$ cat src/rtl/codec_config_seq_pkg.sv
// Shared I2C constants: transmitter states, config sequencer states and the
// WM8731 power-up register table.
package codec_config_seq_pkg;

    localparam int CFG_IDX_W  = 4;
    localparam int CFG_WORD_W = 16;
    localparam int WM8731_NUM_WORDS = 11;

    // I2C byte transmitter states
    localparam logic [3:0] TX_IDLE  = 4'd0;
    localparam logic [3:0] TX_START = 4'd1;
    localparam logic [3:0] TX_ADDR  = 4'd2;
    localparam logic [3:0] TX_ACK0  = 4'd3;
    localparam logic [3:0] TX_BYTE1 = 4'd4;
    localparam logic [3:0] TX_ACK1  = 4'd5;
    localparam logic [3:0] TX_BYTE2 = 4'd6;
    localparam logic [3:0] TX_ACK2  = 4'd7;
    localparam logic [3:0] TX_STOP  = 4'd8;

    // Configuration sequencer states
    localparam logic [2:0] ST_IDLE  = 3'd0;
    localparam logic [2:0] ST_LOAD  = 3'd1;
    localparam logic [2:0] ST_ISSUE = 3'd2;
    localparam logic [2:0] ST_WAIT  = 3'd3;
    localparam logic [2:0] ST_GAP   = 3'd4;
    localparam logic [2:0] ST_DONE  = 3'd5;
    localparam logic [2:0] ST_ERR   = 3'd6;

    // Words are {7-bit register address, 9-bit value}; out-of-range reads give 0.
    function automatic logic [CFG_WORD_W-1:0] wm8731_word(input logic [CFG_IDX_W-1:0] idx);
        case (idx)
            4'd0:    wm8731_word = 16'h1E00;
            4'd1:    wm8731_word = 16'h0017;
            4'd2:    wm8731_word = 16'h0217;
            4'd3:    wm8731_word = 16'h0479;
            4'd4:    wm8731_word = 16'h0679;
            4'd5:    wm8731_word = 16'h0812;
            4'd6:    wm8731_word = 16'h0A06;
            4'd7:    wm8731_word = 16'h0C00;
            4'd8:    wm8731_word = 16'h0E01;
            4'd9:    wm8731_word = 16'h1000;
            4'd10:   wm8731_word = 16'h1201;
            default: wm8731_word = 16'h0000;
        endcase
    endfunction

endpackage

$ cat src/rtl/codec_config_seq_rom.sv
// Combinational WM8731 configuration word ROM.
module codec_cfg_rom
    import codec_config_seq_pkg::*;
(
    input  logic [CFG_IDX_W-1:0]  index,
    output logic [CFG_WORD_W-1:0] word
);

    always_comb begin
        word = wm8731_word(index);
    end

endmodule

$ cat src/rtl/codec_config_seq.sv
// Issues the WM8731 register table over I2C, one word per transaction,
// with bounded NACK retries and a fixed bus-free gap between transactions.
module codec_config_seq
    import codec_config_seq_pkg::*;
#(
    parameter int NUM_REGS   = 11,
    parameter int MAX_RETRY  = 3,
    parameter int GAP_CYCLES = 4
) (
    input  logic                  clk,
    input  logic                  reset_n,
    input  logic                  go,
    input  logic                  i2c_done,
    input  logic                  i2c_nack,
    output logic                  i2c_start,
    output logic [CFG_WORD_W-1:0] i2c_data,
    output logic [CFG_IDX_W-1:0]  cfg_index,
    output logic                  cfg_busy,
    output logic                  cfg_done,
    output logic                  cfg_err
);

    localparam int RTY_W = (MAX_RETRY  > 0) ? $clog2(MAX_RETRY + 1)  : 1;
    localparam int GAP_W = (GAP_CYCLES > 0) ? $clog2(GAP_CYCLES + 1) : 1;

    logic [2:0]            state;
    logic [RTY_W-1:0]      retry_cnt;
    logic [GAP_W-1:0]      gap_cnt;
    logic                  go_q;
    logic                  go_armed;
    logic                  go_rise;
    logic [CFG_WORD_W-1:0] rom_word;

    codec_cfg_rom u_rom (
        .index (cfg_index),
        .word  (rom_word)
    );

    // go must be seen low after reset before an edge counts, so a go
    // already high at reset release does not start a sequence.
    assign go_rise   = go & ~go_q & go_armed;
    assign i2c_start = (state == ST_ISSUE);
    assign cfg_busy  = (state == ST_LOAD) || (state == ST_ISSUE) ||
                       (state == ST_WAIT) || (state == ST_GAP);

    always_ff @(posedge clk or negedge reset_n) begin
        if (!reset_n) begin
            state     <= ST_IDLE;
            i2c_data  <= '0;
            cfg_index <= '0;
            cfg_done  <= 1'b0;
            cfg_err   <= 1'b0;
            retry_cnt <= '0;
            gap_cnt   <= '0;
            go_q      <= 1'b0;
            go_armed  <= 1'b0;
        end else begin
            go_q     <= go;
            go_armed <= go_armed | ~go;
            case (state)
                ST_IDLE, ST_DONE, ST_ERR: begin
                    if (go_rise) begin
                        state     <= ST_LOAD;
                        cfg_index <= '0;
                        retry_cnt <= '0;
                        gap_cnt   <= '0;
                        cfg_done  <= 1'b0;
                        cfg_err   <= 1'b0;
                    end
                end
                ST_LOAD: begin
                    i2c_data <= rom_word;
                    state    <= ST_ISSUE;
                end
                ST_ISSUE: state <= ST_WAIT;
                ST_WAIT: begin
                    if (i2c_done) begin
                        if (!i2c_nack) begin
                            cfg_index <= cfg_index + 1'b1;
                            retry_cnt <= '0;
                            state     <= ST_GAP;
                        end else if (retry_cnt == RTY_W'(MAX_RETRY)) begin
                            cfg_err <= 1'b1;
                            state   <= ST_ERR;
                        end else begin
                            retry_cnt <= retry_cnt + 1'b1;
                            state     <= ST_GAP;
                        end
                    end
                end
                ST_GAP: begin
                    if (gap_cnt == GAP_W'(GAP_CYCLES - 1)) begin
                        gap_cnt <= '0;
                        if (cfg_index == CFG_IDX_W'(NUM_REGS)) begin
                            cfg_done <= 1'b1;
                            state    <= ST_DONE;
                        end else begin
                            state <= ST_LOAD;
                        end
                    end else begin
                        gap_cnt <= gap_cnt + 1'b1;
                    end
                end
                default: state <= ST_IDLE;
            endcase
        end
    end

endmodule

$ cat config.mk
export PLATFORM = sky130hd
export DESIGN_NAME = codec_config_seq
export DESIGN_NICKNAME = d
export VERILOG_FILES = /design/src/rtl/codec_config_seq_pkg.sv /design/src/rtl/codec_config_seq_rom.sv /design/src/rtl/codec_config_seq.sv
export SDC_FILE = /design/constraint.sdc
export NUM_CORES = 1
export LEC_CHECK = 0
export CAP_MARGIN = 20
export CORE_AREA = 2 2 52 66
export DETAILED_ROUTE_END_ITERATION = 6
export DIE_AREA = 0 0 54 68
export HOLD_SLACK_MARGIN = 0.08
export PLACE_DENSITY_LB_ADDON = 0.08
export REMOVE_ABC_BUFFERS = 1
export SLEW_MARGIN = 20
export SYNTH_ARGS = -nofsm -noshare
export SYNTH_HDL_FRONTEND = slang
export SYNTH_SLANG_ARGS = --single-unit
export TNS_END_PERCENT = 20
$ cat constraint.sdc
create_clock -name clk -period 2 [get_ports clk]
set_clock_uncertainty 0.2 [all_clocks]
set_input_delay 0.3 -clock clk [delete_from_list [all_inputs] [get_ports clk]]
set_output_delay 0.3 -clock clk [all_outputs]
set_load 0.005 [all_outputs]
==> reports/results.tsv, run 1 <==
stage	metric	value	unit
floorplan	die height	68	um
clocking	Max Root-Sink Buffers	2	
routing	1st-iter DRT viols	43	
synthesis	largest family of logic cells by synthesized area	simple AND/OR/NAND/NOR gates	
global_routing	largest net degree at the start of global routing	26	
synthesis	Post-synth ARST share	100	%
synthesis	top post-synthesis cells by area	dfrtp_1, nand2_1, buf_4	
sta	achievable frequency	520	MHz
synthesis	mux contribution to synthesized area	1.37	%
sta	Final setup viols	0	
floorplan	I/O pin count	29	
power_and_ir_drop	leakage	0.000802	uW
power_and_ir_drop	power per cell area	1490	nW/um^2
synthesis	Synth area leader	dfrtp_1	
global_routing	Total GRT Usage	19.4	%
sta	fin. max-slew vios	0	
clocking	CTS tree	yes	
power_and_ir_drop	Clock Power Share	11.2	%
routing	drt first pass iters	4	
power_and_ir_drop	Flop pwr share	31.9	%
synthesis	Mean Syn Cell Area	9.08	um^2
sta	RSZ-0062 raised after global routing	false	
floorplan	Core ar.	3110	um^2
synthesis	most frequent cells after synthesis	dfrtp_1, nand2_1, nor2_1, o21ai_0, buf_4	
synthesis	area of the mapped netlist	1460	um^2
place	Port Buffers	23	
sta	fin crit share	96.2	%
clocking	clock-pin slew on the worst setup and hold paths	0.09	ns
synthesis	post-synthesis compound-gate area fraction	20.2	%
synthesis	EDFF count, synth	0	
routing	# DRC	0	
setup_path	WS Path Type	reg2out	
synthesis	ys flop type	dfrtp_1	
clocking	hold_buf cts	0	
job	maxcap violations	0	
clocking	clk sink count	25	
synthesis	most frequent cell after synthesis	dfrtp_1	
setup_path	CP endpoint kind	primary output	
power_and_ir_drop	Comb power frac	56.9	%
setup_path	critical path data required time	1.50	ns
clocking	clk root buf	clkbuf_8	
power_and_ir_drop	switch share	39.8	%
clocking	number of H-tree levels	1	
setup_path	Setup crit start kind	flop	
power_and_ir_drop	maximum VDD drop	0.00102	V
clocking	Num CTS Buffers	3	
floorplan	Initial Util	47.0	%
hold_path	HP Class	in2async	
final_layout	area grow syn2layout	23.6	%
synthesis	adder-cell share of the synthesized area	5.14	%
routing	total vias in the final route	1246	
clocking	Worst-Skew Late Latency	0.27	ns
routing	via/cell ratio	5.46	
power_and_ir_drop	Switching Power	1070	uW
sta	minimum clock period after layout	1.92	ns
sta	worst hold slack	0.187	ns
place	GPL Wtd Cong	0.793	
synthesis	post-synthesis simple-gate area fraction	20.6	%
final_layout	layout cells sized above 1	12.6	%
setup_path	Crit Path Max Fanout	3	
setup_path	Crit path arrival time	1.42	ns
synthesis	Yosys cell types	41	
global_routing	vias in the first global route	1151	
final_layout	ant diodes	0	
synthesis	Seq/Total Area, Yosys	42.8	%
outcome	status	finished clean	
routing	Routed Antenna Nets	0	
floorplan	row count	23	
routing	DR WL/cell	13.2	um
global_routing	initial antenna violation count	0	
floorplan	die width	54	um
global_routing	total global routing overflow	0	
place	DP Wirelength	2.23	mm
global_routing	first-pass GRT wire length	5.27	mm
floorplan	die area	3670	um^2
final_layout	Post-layout nets	203	
synthesis	FF+latch count, synth	25	
sta	total negative setup slack	0	ns
routing	Total Wirelength	3.00	mm
sta	final hold viol count	0	
synthesis	XOR/XNOR Fraction of Synth Area	1.20	%
synthesis	Syn Inst Count	161	
synthesis	Yosys Warn Count	0	
synthesis	Synth top area share	42.8	%
power_and_ir_drop	internal power	1620	uW
==> stage by stage <==
step | cells | setup WS [ns] | power, uW | utilization (%) | area [um^2]
2_1_floorplan | 151 | 0.442 | 1680 | - | 1380
3_3_place_gp | 220 | 0.141 | 2290 | 55.4 | 1720
3_5_place_dp | 220 | 0.105 | 2330 | 55.4 | 1720
4_1_cts | 228 | 0.0503 | 2710 | 58.1 | 1810
5_1_grt | 228 | 0.0000705 | 2970 | 58.1 | 1810
6_report | 228 | 0.0763 | 2690 | 58.1 | 1810
==> power by group through the flow <==
stage               combinational [uW]  sequential [uW]  clock, uW
detailed placement                1450              883          0
global placement                  1410              877          0
global route                      1740              886        344
floorplan                          755              925          0
CTS                               1540              854        320
finish                            1530              857        302
==> path summary, 6_finish.rpt <==
kind	from	endpoint	slack, ns	depth (start not counted)
max	state[0]	i2c_start	0.08	3
min	reset_n	gap_cnt[1]	0.19	2
max reg2reg	state[0]	cfg_index[3]	0.20	6
min reg2reg	i2c_data[12]	i2c_data[12]	0.28	2
max in group asynchronous	reset_n	state[2]	1.15	2
min in group clk	i2c_data[12]	i2c_data[12]	0.28	2
==> final cells by class <==
class                      instances  area, um^2
clock buffer                       4        45.0
fill                             287        1300
inverter                           6        22.5
multi-input combinational        120         738
sequential                        25         628
tap                               37        46.3
timing repair buffer              36         327
==> worst max-delay path, stage by stage (launching register included) <==
cell	delay, ns
dfrtp_1	0.41
nand2b_4	0.16
nor2_1	0.09
clkdlybuf4s50_1	0.50
==> flip-flops by register name, summed over array words and instances (netlist names) <==
name       cells
retry_cnt      2
i2c_data       9
cfg_done       1
go_q           1
gap_cnt        3
cfg_index      4
go_armed       1
state          3
cfg_err        1
==> cells in the final DEF, fill, tap and decap left out, drive strengths merged <==
cell           Yosys  routed
xor2               1       1
nand3              5       5
a22oi              1       1
conb               1       5
a31oi              4       4
nand4b             1       1
o2bb2ai            5       5
inv                6       6
nor3b              2       2
clkbuf             0       4
nor2b              2       2
o31ai              5       5
dlygate4sd2        0       1
o31a               1       1
and3b              1       1
a41oi              1       1
and3               1       1
mux2i              2       2
dfrtp             25      25
nor2              16      16
and2b              1       1
a32oi              2       2
o22ai              1       1
o21ai             13      13
and2               1       1
nand3b             4       4
a211oi             1       1
ha                 6       6
and4               1       1
nand2             21      21
buf               14      13
a21oi             10      10
clkdlybuf4s50      0      22
xnor2              1       1
nand4bb            1       1
a21o               1       1
nand2b             3       3
==> cells by family after synthesis <==
group           Yosys count
compound gates           45
xor+xnor                  2
fa+ha+maj                 6
buf+inv                  20
flops                    25
mux                       2
other cells               1
simple gates             60
==> what timing repair did <==
action	CTS	global route
endpoints found under the setup margin	2	1
setup buffers	4	0
resized for setup	4	1
pin swaps	1	0
==> per-layer routing <==
layer | part of all wire (%) | track usage, % | vias to the layer above
met1 | 43 | 25.4 | 577
met3 | 4.7 | 2.62 | 7
li1 | - | - | 618
met2 | 50 | 32.0 | 44
met4 | 2.0 | 7.81 | 0
met5 | 0 | 0 | -
Power figures use the tool's default switching activity.
==> run 2, diff against run 1 <==
--- a/config.mk
+++ b/config.mk
@@ -12,6 +12,7 @@
 export HOLD_SLACK_MARGIN = 0.08
 export PLACE_DENSITY_LB_ADDON = 0.08
 export REMOVE_ABC_BUFFERS = 1
+export SETUP_SLACK_MARGIN = 0.3
 export SLEW_MARGIN = 20
 export SYNTH_ARGS = -nofsm -noshare
 export SYNTH_HDL_FRONTEND = slang
==> reports/results.tsv, run 2 (synthesized netlist as in run 1, its figures left out) <==
stage	metric	value	unit	change
global_routing	Total GRT Usage	19.6	%	+0.18 points
sta	final hold viol count	0		unchanged
routing	Routed Antenna Nets	0		unchanged
routing	Total Wirelength	3.28	mm	+9.2%
clocking	CTS tree	yes		
sta	minimum clock period after layout	1.78	ns	-0.142 ns
global_routing	largest net degree at the start of global routing	26		unchanged
global_routing	vias in the first global route	1170		+1.7%
hold_path	HP Class	in2async		
final_layout	area grow syn2layout	30.9	%	
floorplan	Core ar.	3110	um^2	unchanged
floorplan	die width	54	um	unchanged
place	pre-CTS WS	0.105	ns	unchanged
final_layout	Final Util	61.6	%	+3.4 points
final_layout	largest register by flop count	i2c_data		
sta	total negative setup slack	0	ns	unchanged
global_routing	Most Crowded Layer GR	met2		
global_routing	met2 usage	32.8	%	+0.76 points
clocking	Worst-Skew Late Latency	0.27	ns	about the same
sta	achievable frequency	561	MHz	+8.0%
final_layout	Post-layout nets	209		+3.0%
final_layout	commonest cells after routing, fill and taps aside	nand2_1, dfrtp_1, clkdlybuf4s50_1		
floorplan	die area	3670	um^2	unchanged
routing	# DRC	0		unchanged
sta	RSZ-0062 raised after global routing	true		
clocking	Num CTS Buffers	3		unchanged
power_and_ir_drop	maximum VDD drop	0.00103	V	+0.64%
clocking	Max Root-Sink Buffers	2		unchanged
global_routing	M1 GR Usage	25.3	%	-0.14 points
setup_path	worst path cell trace	buf_4 -> buf_6 -> buf_8 -> xor2_4 -> o22ai_2 -> buf_6 -> a21oi_4 -> a21o_1		
place	DP Wirelength	2.23	mm	unchanged
setup_path	Max stage delay cell, worst path	dfrtp_1		
routing	drt first pass iters	4		unchanged
place	DP Area	1720	um^2	unchanged
clocking	number of H-tree levels	1		unchanged
setup_path	WS Path Type	reg2reg		
sta	fin. max-slew vios	0		unchanged
power_and_ir_drop	power per cell area	1520	nW/um^2	+2.3%
clocking	clk root buf	clkbuf_8		
sta	fin crit share	89.1	%	-7.1 points
setup_path	Crit path arrival time	1.75	ns	+0.33 ns
setup_path	CP endpoint kind	flop		
final_layout	top flop regs	i2c_data x9, cfg_index x4		
floorplan	Initial Util	47.0	%	unchanged
clocking	clock-pin slew on the worst setup and hold paths	0.09	ns	about the same
routing	via/cell ratio	5.55		+1.6%
place	Port Buffers	23		unchanged
job	maxcap violations	0		unchanged
setup_path	critical path data required time	1.97	ns	+0.47 ns
setup_path	Crit Path Max Fanout	6		+3
place	GPL Wtd Cong	0.793		unchanged
global_routing	total global routing overflow	0		unchanged
setup_path	critical path's largest stage delay	0.40	ns	-0.10 ns
final_layout	max reg flops	9		unchanged
final_layout	Filler Cell Count	275		-4.2%
final_layout	final instance area	1910	um^2	+5.9%
setup_path	Worst path top cell family by delay	buffers and inverters		
clocking	clk sink count	25		unchanged
outcome	status	finished clean		
setup_path	CP most frequent cell	buf_6		
clocking	hold_buf cts	0		unchanged
floorplan	row count	23		unchanged
global_routing	initial antenna violation count	0		unchanged
routing	DR WL/cell	14.0	um	+6.4%
floorplan	die height	68	um	unchanged
global_routing	grt met3 use	2.62	%	unchanged
sta	final worst setup slack	0.219	ns	+0.142 ns
power_and_ir_drop	leakage	0.000850	uW	+6.0%
floorplan	I/O pin count	29		unchanged
setup_path	Setup crit start kind	flop		
final_layout	layout cells sized above 1	19.8	%	+7.2 points
sta	Final setup viols	0		unchanged
final_layout	ant diodes	0		unchanged
setup_path	Buffers & Inverters on Critical Path	4		+3
global_routing	first-pass GRT wire length	5.32	mm	+0.91%
routing	1st-iter DRT viols	32		-26%
routing	total vias in the final route	1299		+4.3%
-- run 2: layout make-up --
cell class	count	area (um^2)	share of cell area (%)
timing repair buffer	42	379	19.8
tap	37	46.3	2.42
sequential	25	631	33.0
multi-input combinational	120	790	41.3
inverter	6	22.5	1.18
clock buffer	4	45.0	2.35
-- run 2: worst paths after layout --
kind	startpoint	to	slack (ns)	depth (start not counted)
setup / recovery	state[0]	cfg_index[3]	0.22	8
hold / removal	reset_n	gap_cnt[0]	0.18	2
setup reg to reg	state[0]	cfg_index[3]	0.22	8
hold reg to reg	i2c_data[12]	i2c_data[12]	0.28	2
max in group asynchronous	reset_n	cfg_index[2]	1.15	2
min in group clk	i2c_data[12]	i2c_data[12]	0.28	2
-- run 2: what timing repair did --
| item | in CTS | in global routing |
|---|---|---|
| pin swaps | 1 | 6 |
| endpoints found under the setup margin | 7 | 25 |
| setup buffers | 5 | 4 |
| gates resized for setup | 6 | 19 |
| cloned | 0 | 1 |
-- run 2: worst reg2reg max path, stage by stage (launching register included) --
cell and delay [ns]:
dfrtp_1 0.40, buf_4 0.15, buf_6 0.12, buf_8 0.13, xor2_4 0.18, o22ai_2 0.15
buf_6 0.15, a21oi_4 0.04, a21o_1 0.15
-- run 2: metrics by stage --
step | power (uW) | hold WS [ns] | cells
2_1_floorplan | 1680 | -0.196 | 151
3_3_place_gp | 2290 | 0.262 | 220
3_5_place_dp | 2330 | 0.267 | 220
4_1_cts | 2720 | 0.191 | 229
5_1_grt | 3190 | 0.211 | 234
6_report | 2910 | 0.185 | 234
-- run 2: layer usage --
metal	part of all wire [%]	up-vias	wire, um
met4	1.3	0	44
met1	44	619	1430
li1	-	631	-
met5	0	-	0
met2	51	41	1680
met3	3.6	8	119
-- run 2: where the power goes --
part           total [uW]  internal [uW]  leakage (uW)  switching (uW)
combinational        1750            895      0.000515             855
clock                 303            143     0.0000228             160
sequential            861            701      0.000312             159
==> run 3, diff against run 2 <==
--- a/config.mk
+++ b/config.mk
@@ -13,7 +13,6 @@
 export PLACE_DENSITY_LB_ADDON = 0.08
 export REMOVE_ABC_BUFFERS = 1
 export SETUP_SLACK_MARGIN = 0.3
-export SLEW_MARGIN = 20
 export SYNTH_ARGS = -nofsm -noshare
 export SYNTH_HDL_FRONTEND = slang
 export SYNTH_SLANG_ARGS = --single-unit
==> results of run 3 <==
Final layout, timing and power as in run 2 (identical DEF).
